==> config.mk <==
export PLATFORM = sky130hd
export DESIGN_NAME = srjk_ff_bank
export DESIGN_NICKNAME = d
export VERILOG_FILES = /design/src/rtl/srjk_ff_bank.sv
export SDC_FILE = /design/constraint.sdc
export NUM_CORES = 1
export LEC_CHECK = 0
export ABC_CLOCK_PERIOD_IN_PS = 2300
export BUFFER_PORTS_ARGS = -buffer_cell sky130_fd_sc_hd__buf_2
export CAP_MARGIN = 15
export CORE_AREA = 2 2 39 41
export DETAILED_ROUTE_END_ITERATION = 16
export DIE_AREA = 0 0 41 43
export PLACE_DENSITY = 0.71
export SYNTH_ARGS = -nofsm -noshare
export SYNTH_HDL_FRONTEND = slang
export SYNTH_SLANG_ARGS = --single-unit
export TNS_END_PERCENT = 10
==> constraint.sdc <==
create_clock -name CK -period 2.3 [get_ports CK]
set_input_delay 0.115 -clock CK [delete_from_list [all_inputs] [get_ports CK]]
set_output_delay 0.115 -clock CK [all_outputs]
set_load 0.02 [all_outputs]
==> src/rtl/srjk_ff_bank.sv <==
// srjk_ff_bank: bank of WIDTH flip-flops with a run-time selectable function
// (SR, JK, D or T), per-bit synchronous clear/preset, a clock enable and
// registered per-bit change pulses.
// Optional feature macro: SRJK_FF_ILLEGAL_FLAG_EN adds sticky per-bit flags
// for the SR "both inputs high" condition; without it ERR is tied low.
module srjk_ff_bank #(
  parameter int               WIDTH     = 2,
  parameter logic [WIDTH-1:0] RESET_VAL = '0
) (
  input  logic             CK,
  input  logic             CLR,
  input  logic [1:0]       MODE,
  input  logic             CE,
  input  logic [WIDTH-1:0] SC,
  input  logic [WIDTH-1:0] PR,
  input  logic [WIDTH-1:0] S,
  input  logic [WIDTH-1:0] R,
  input  logic             ERR_CLR,
  output logic [WIDTH-1:0] Q,
  output logic [WIDTH-1:0] QBAR,
  output logic [WIDTH-1:0] CHG,
  output logic [WIDTH-1:0] ERR
);

  localparam logic [1:0] MODE_SR = 2'd0;
  localparam logic [1:0] MODE_JK = 2'd1;
  localparam logic [1:0] MODE_D  = 2'd2;
  localparam logic [1:0] MODE_T  = 2'd3;

  logic [WIDTH-1:0] r_q;
  logic [WIDTH-1:0] r_qbar;
  logic [WIDTH-1:0] r_chg_pend;
  logic [WIDTH-1:0] r_chg;
  logic [WIDTH-1:0] w_q_nxt;

  // Per-bit next state: SC beats PR, both beat CE, then the MODE function.
  always_comb begin
    w_q_nxt = r_q;
    for (int i = 0; i < WIDTH; i++) begin
      if (SC[i]) begin
        w_q_nxt[i] = 1'b0;
      end else if (PR[i]) begin
        w_q_nxt[i] = 1'b1;
      end else if (CE) begin
        case (MODE)
          MODE_SR: begin
            case ({S[i], R[i]})
              2'b10:   w_q_nxt[i] = 1'b1;
              2'b01:   w_q_nxt[i] = 1'b0;
              default: w_q_nxt[i] = r_q[i];
            endcase
          end
          MODE_JK: begin
            case ({S[i], R[i]})
              2'b10:   w_q_nxt[i] = 1'b1;
              2'b01:   w_q_nxt[i] = 1'b0;
              2'b11:   w_q_nxt[i] = ~r_q[i];
              default: w_q_nxt[i] = r_q[i];
            endcase
          end
          MODE_D:  w_q_nxt[i] = S[i];
          MODE_T:  w_q_nxt[i] = S[i] ^ r_q[i];
          default: w_q_nxt[i] = r_q[i];
        endcase
      end
    end
  end

  // State, its complement, and a two-step change pulse (detect, then present).
  always_ff @(posedge CK or posedge CLR) begin
    if (CLR) begin
      r_q        <= RESET_VAL;
      r_qbar     <= ~RESET_VAL;
      r_chg_pend <= '0;
      r_chg      <= '0;
    end else begin
      r_q        <= w_q_nxt;
      r_qbar     <= ~w_q_nxt;
      r_chg_pend <= w_q_nxt ^ r_q;
      r_chg      <= r_chg_pend;
    end
  end

  assign Q    = r_q;
  assign QBAR = r_qbar;
  assign CHG  = r_chg;

`ifdef SRJK_FF_ILLEGAL_FLAG_EN
  logic [WIDTH-1:0] r_err;
  logic [WIDTH-1:0] w_viol;

  // An SR "11" only counts when the function actually gets to evaluate it.
  always_comb begin
    w_viol = '0;
    if ((MODE == MODE_SR) && CE) begin
      w_viol = S & R & ~SC & ~PR;
    end
  end

  // Sticky flags; a new violation wins over a simultaneous clear request.
  always_ff @(posedge CK or posedge CLR) begin
    if (CLR) begin
      r_err <= '0;
    end else begin
      r_err <= w_viol | (ERR_CLR ? '0 : r_err);
    end
  end

  assign ERR = r_err;
`else
  logic w_unused_err_clr;
  assign w_unused_err_clr = ERR_CLR;
  assign ERR = '0;
`endif

endmodule

# [Word level (Yosys, flattened, before mapping)]
# Cells that the tools add are included.
[word_totals] register_bits=8 out_inout_bits=8 wordCells=32
[op_classes] eq_ne=9 mux=12 bitwise_logic=6 reduce_logical=1
[ops] op="$eq 2x2->1 const B" count=6
[ops] op="$pmux 1 s4" count=2
[ops] op="$eq 2x1->1 const B" count=3
[ops] op="$mux 1" count=6
[ops] op="$pmux 1 s3" count=2
[ops] op="$pmux 1 s2" count=2
[ops] op="$logic_not 2->1" count=1
[ops] op="$not 1->1" count=2
[ops] op="$not 2->2" count=1
[ops] op="$xor 1x1->1" count=2
[ops] op="$xor 2x2->2" count=1

# [Depth between registers and ports, before layout]
[depth] word_depth=7 ltp_mapped=6 ltp_nobuf=6

# [Worst setup path before layout]
# Ideal clock, no wire load.
[synth_path] path_kind="register to register" startpoint="reg r_q[0] (netlist: Q[0])" endpoint="reg r_qbar[0] (netlist: QBAR[0])" arrival_time_ns=1.261 required_time_ns=2.218 path_slack_ns=0.958 stages_incl_launch_ff=5 n_path_buf=0 period_less_slack_ns=1.342 path_cell_list="dfrtp_1 mux2i_1 a211oi_2 a21oi_2 a211o_1"
[synth_via] elab_chain_cells=7 word_cells_on_any_way=9
[synth_rtl] item="from (decl)" line="30" rtl="logic [WIDTH-1:0] r_q;"
[synth_rtl] item="from (signal assigned)" line="77" rtl="r_q <= w_q_nxt;"
[synth_rtl] item="$not 1->1" line="57" rtl="2'b11: w_q_nxt[i] = ~r_q[i];"
[synth_rtl] item="$pmux 1 s3" line="54" rtl="case ({S[i], R[i]})"
[synth_rtl] item="$pmux 1 s4" line="45" rtl="case (MODE)"
[synth_rtl] item="$mux 1 (*)" line="44" rtl="end else if (CE) begin"
[synth_rtl] item="$mux 1 (*)" line="42" rtl="end else if (PR[i]) begin"
[synth_rtl] item="$mux 1 (*)" line="40" rtl="if (SC[i]) begin"
[synth_rtl] item="$not 2->2 (*)" line="78" rtl="r_qbar <= ~w_q_nxt;"
[synth_rtl] item="to (signal assigned)" line="73" rtl="r_qbar <= ~RESET_VAL;"
[synth_rtl] item="to (signal assigned)" line="78"
[synth_rtl] item="to (decl)" line="31" rtl="logic [WIDTH-1:0] r_qbar;"
# Mark *: on every way between the ends. The rest lies on a longest branch, timed or not.

# [Worst setup path in the final report]
[layout_path] startpoint="reg r_q[1] (netlist: Q[1])" endpoint="reg r_q[1] (netlist: Q[1])"
[layout_via] elab_chain_cells=6 word_cells_on_any_way=8
[layout_rtl] item="$not 1->1" line="57"
[layout_rtl] item="$pmux 1 s3" line="54"
[layout_rtl] item="$pmux 1 s4" line="45"
[layout_rtl] item="$mux 1 (*)" line="44"
[layout_rtl] item="$mux 1 (*)" line="42"
[layout_rtl] item="$mux 1 (*)" line="40"
[layout_rtl] item="net w_q_nxt[1]" line="34" rtl="logic [WIDTH-1:0] w_q_nxt;"
# Mark *: on every way through the listed nets, which the timed path passes. The rest lies on a longest branch.

==> out/qor.log <==
qor: sta.final_layout_worst_hold_slack 0.07280 ns
qor: global_route.pin_count_of_the_biggest_net_entering_global_routing 9
qor: setup_path.timing.critical_path.fanout_max 8
qor: cts.path_clk_slew 0.06 ns
qor: setup_path.worstSetupPathType flop to flop
qor: cts.cts_buffer_depth 2
qor: cts.cts_buffers 3
qor: setup_path.critPathCaptureType flop
qor: setup_path.path_buf_inv 0
qor: cells_and_area.syn2layout_area_growth 21.10%
qor: floorplanning.std_cell_rows 14
qor: placed_design.portbufs 18
qor: logic_synthesis.synth_simple_gate_area_share 19.34%
qor: logic_synthesis.edff_count_synth 0
qor: cts.resized_gates_after_cts 0
qor: logic_synthesis.yosys_register_bits 8
qor: worst_hold_path.min_delay_worst_endpoint Q[0]
qor: setup_path.r2r_setup_slack 0.96 ns
qor: logic_synthesis.main_combinational_cell_family_by_area_after_synthesis compound AO/OA/AOI/OAI gates
qor: logic_synthesis.synthCells 62
qor: floorplanning.start_util 41.14%
qor: detailed_routing.drt-vias-per-instance 5.041
qor: logic_synthesis.synth_xor_xnor_area_share 1.538%
qor: floorplanning.die_h 43 um
qor: logic_synthesis.synth_top_cells_by_count 6 x sky130_fd_sc_hd__dfrtp_1, 5 x sky130_fd_sc_hd__inv_1, 4 x sky130_fd_sc_hd__buf_4, 4 x sky130_fd_sc_hd__nand2_1
qor: cts.clock_sink_count 8
qor: logic_synthesis.synthMuxAreaShare 7.912%
qor: logic_synthesis.synth_async_sr_flop_share 100.0%
qor: detailed_routing.detail_route.drc_violations 0
qor: setup_path.worstSetupPathDepth 4
qor: logic_synthesis.ys_types 31
qor: power_and_ir_drop.p_leak 0.3356 nW
qor: setup_path.crit-reg2reg-capture Q[1]
qor: cells_and_area.postLayoutCellArea 689.4 um^2
qor: global_route.grt.total_usage 14.44%
qor: setup_path.cp_data_required_time 2.43 ns
qor: floorplanning.design.core.area 0.001384 mm^2
qor: global_route.initial_antenna_violation_count 0
qor: logic_synthesis.synth_ff_type sky130_fd_sc_hd__dfrtp_1
qor: logic_synthesis.synth-seq-area-share 35.60%
qor: logic_synthesis.cell_accounting_for_the_most_synthesized_area sky130_fd_sc_hd__dfrtp_1
qor: power_and_ir_drop.power.density_cell_area 551.6 mW/mm^2
qor: job.drv.max_cap_violation_count 0
qor: cts.tritoncts done
qor: worst_hold_path.hold_start SC[0]
qor: sta.number_of_max_slew_violations_in_the_final_report 0
qor: logic_synthesis.yosysWarnings 0
qor: setup_path.crit_path_cell_trace nor3b_1, o21ai_0, nand2_1, o31a_1
qor: cts.cts.root.buffer_cell sky130_fd_sc_hd__clkbuf_4
qor: setup_path.startpoint Q[1]
qor: cells_and_area.fraction_of_final_layout_cells_sized_beyond_drive_strength_1 36.59%
qor: global_route.grt_first_pass_wirelength 1718 um
qor: detailed_routing.drt_first_pass_iters 4
qor: floorplanning.boundaryPins 22
qor: sta.finalSetupTns 0 ns
qor: sta.timing.final.crit_share 58.41%
qor: power_and_ir_drop.worst_ir_drop_on_vdd 0.1726 mV
qor: setup_path.crit_family compound AO/OA/AOI/OAI gates
qor: sta.period_minus_slack 1.343 ns
qor: cts.postCtsSetupRepairBufs 0
qor: worst_hold_path.worstHoldPathCells 2
qor: cts.post_cts_hold_fix_bufs 1
qor: cells_and_area.final_nets 99
qor: floorplanning.die_area 0.001763 mm^2
qor: logic_synthesis.synth_top_cells_by_area sky130_fd_sc_hd__dfrtp_1 26%, sky130_fd_sc_hd__dfstp_2 9.2%, sky130_fd_sc_hd__mux2i_1 5.3%, sky130_fd_sc_hd__buf_4 5.3%, sky130_fd_sc_hd__ha_1 4.4%
qor: detailed_routing.routed_wire_length_per_instance 9.878 um
qor: setup_path.rr_worst_depth 4
qor: cts.worst_skew_pair.late_latency 0.25 ns
qor: logic_synthesis.post-synth-top-count-cell sky130_fd_sc_hd__dfrtp_1
qor: sta.fmax 744.4 MHz
qor: detailed_routing.drt_first_iter_violations 2
qor: cells_and_area.utilization 49.82%
qor: placed_design.gp_routability_congestion 0.8042
qor: setup_path.crit_path_top_delay_cell sky130_fd_sc_hd__dfrtp_1
qor: detailed_routing.drt-total-wl 968 um
qor: logic_synthesis.compound_gate_fraction_of_synth_area 21.32%
qor: setup_path.timing.critical_path.from_type flop
qor: global_route.global_route.overflow_total 0
qor: floorplanning.die_x 41 um
qor: run_status.run_status finished, final reports clean
qor: detailed_routing.dr_total_vias 494
qor: placed_design.detailed_place_hpwl 790.8 um
qor: sta.unrepaired_setup_endpoints_after_global_routing no
qor: logic_synthesis.synth_area_per_cell 9.182 um^2
qor: sta.hold_viol_final 0
qor: setup_path.worst_ep_arrival_time 1.47 ns
qor: placed_design.postPlaceCellArea 653.1 um^2
qor: logic_synthesis.synth.top_cell.area_share 26.37%
qor: sta.clock-skew-final 0.006898 ns
qor: global_route.grt_pass1_vias 459
qor: logic_synthesis.synth.cell_area 569.3 um^2
qor: cells_and_area.filler_cell_count 141
qor: setup_path.worst_path_largest_cell_delay 0.44 ns
qor: detailed_routing.postRouteAntennaNets 0
qor: cts.htree_num_levels 1
qor: logic_synthesis.synth_adder_area_share 4.396%
qor: sta.setup_viol_count_final 0
qor: worst_hold_path.min-delay-path-class primary input to flop
qor: setup_path.rr_startpoint Q[1]
qor: cells_and_area.n_antenna_cell 0
==> layout by cell type (no fill, tap or decap), types with 3 or more instances in the layout <==
master                     netlist  final
sky130_fd_sc_hd__a21oi_1         3      3
sky130_fd_sc_hd__buf_2           0     18
sky130_fd_sc_hd__clkbuf_4        0      3
sky130_fd_sc_hd__dfrtp_1         6      6
sky130_fd_sc_hd__inv_1           5      5
sky130_fd_sc_hd__mux2i_1         3      3
sky130_fd_sc_hd__nand2_1         4      4
sky130_fd_sc_hd__nor2b_1         3      3
==> area by class of cell <==
cell class,instances,area [um^2],area share [%]
tap,16,20.02,2.904
clock buffer,4,26.28,3.811
sequential,8,202.7,29.40
timing repair buffer,19,100.1,14.52
inverter,6,22.52,3.267
multi-input combinational,45,317.8,46.10
==> worst max path at each step <==
| stage | slack, ns | endpoint |
|---|---|---|
| CTS | 0.95 | Q[1] |
| detailed placement | 0.93 | Q[1] |
| finish | 0.96 | Q[1] |
| floorplan | 0.96 | QBAR[0] |
| global placement | 0.92 | Q[1] |
| global route | 0.82 | Q[0] |
==> logic make-up after synthesis <==
group | Yosys count
other | 1
buffers and inverters | 10
AOI/OAI and AO/OA | 16
and+or+nand+nor | 20
DFF | 8
muxes | 4
xor gates and xnor gates | 1
adders and majority gates | 2
==> where the power goes <==
| part | internal, mW | leakage, nW | switching, mW |
|---|---|---|---|
| sequential | 0.158 | 0.0948 | 0.00878 |
| combinational | 0.0435 | 0.226 | 0.0586 |
| clock | 0.0662 | 0.0150 | 0.0453 |
| total | 0.268 | 0.336 | 0.113 |
==> per-stage QoR <==
stage	instances	total power, mW	setup WS, ns
after global placement	93	0.2681	0.9200
after floorplan	63	0.2416	0.9577
after CTS	98	0.3886	0.9486
final	98	0.3803	0.9565
after detailed placement	93	0.2707	0.9255
after global routing	98	0.4106	0.8224
==> sequential cells by signal, summed over array words and instances, names as in the netlist <==
register,count
QBAR,2
CHG,2
Q,2
r_chg_pend,2
==> routing by layer <==
metal | vias up | global-route usage [%] | routed length (um)
li1 | 254 | - | -
met3 | 2 | 3.141 | 57
met5 | - | 0 | 0
met1 | 225 | 17.70 | 412
met4 | 0 | 10.00 | 9
met2 | 13 | 21.25 | 489
==> worst register-to-register path, stage by stage (launching register included) <==
cell and delay, ns:
sky130_fd_sc_hd__dfrtp_1 0.44, sky130_fd_sc_hd__nor3b_1 0.17, sky130_fd_sc_hd__o21ai_0 0.22, sky130_fd_sc_hd__nand2_1 0.10, sky130_fd_sc_hd__o31a_1 0.30
Note: power is estimated with default switching activity, not from simulation.
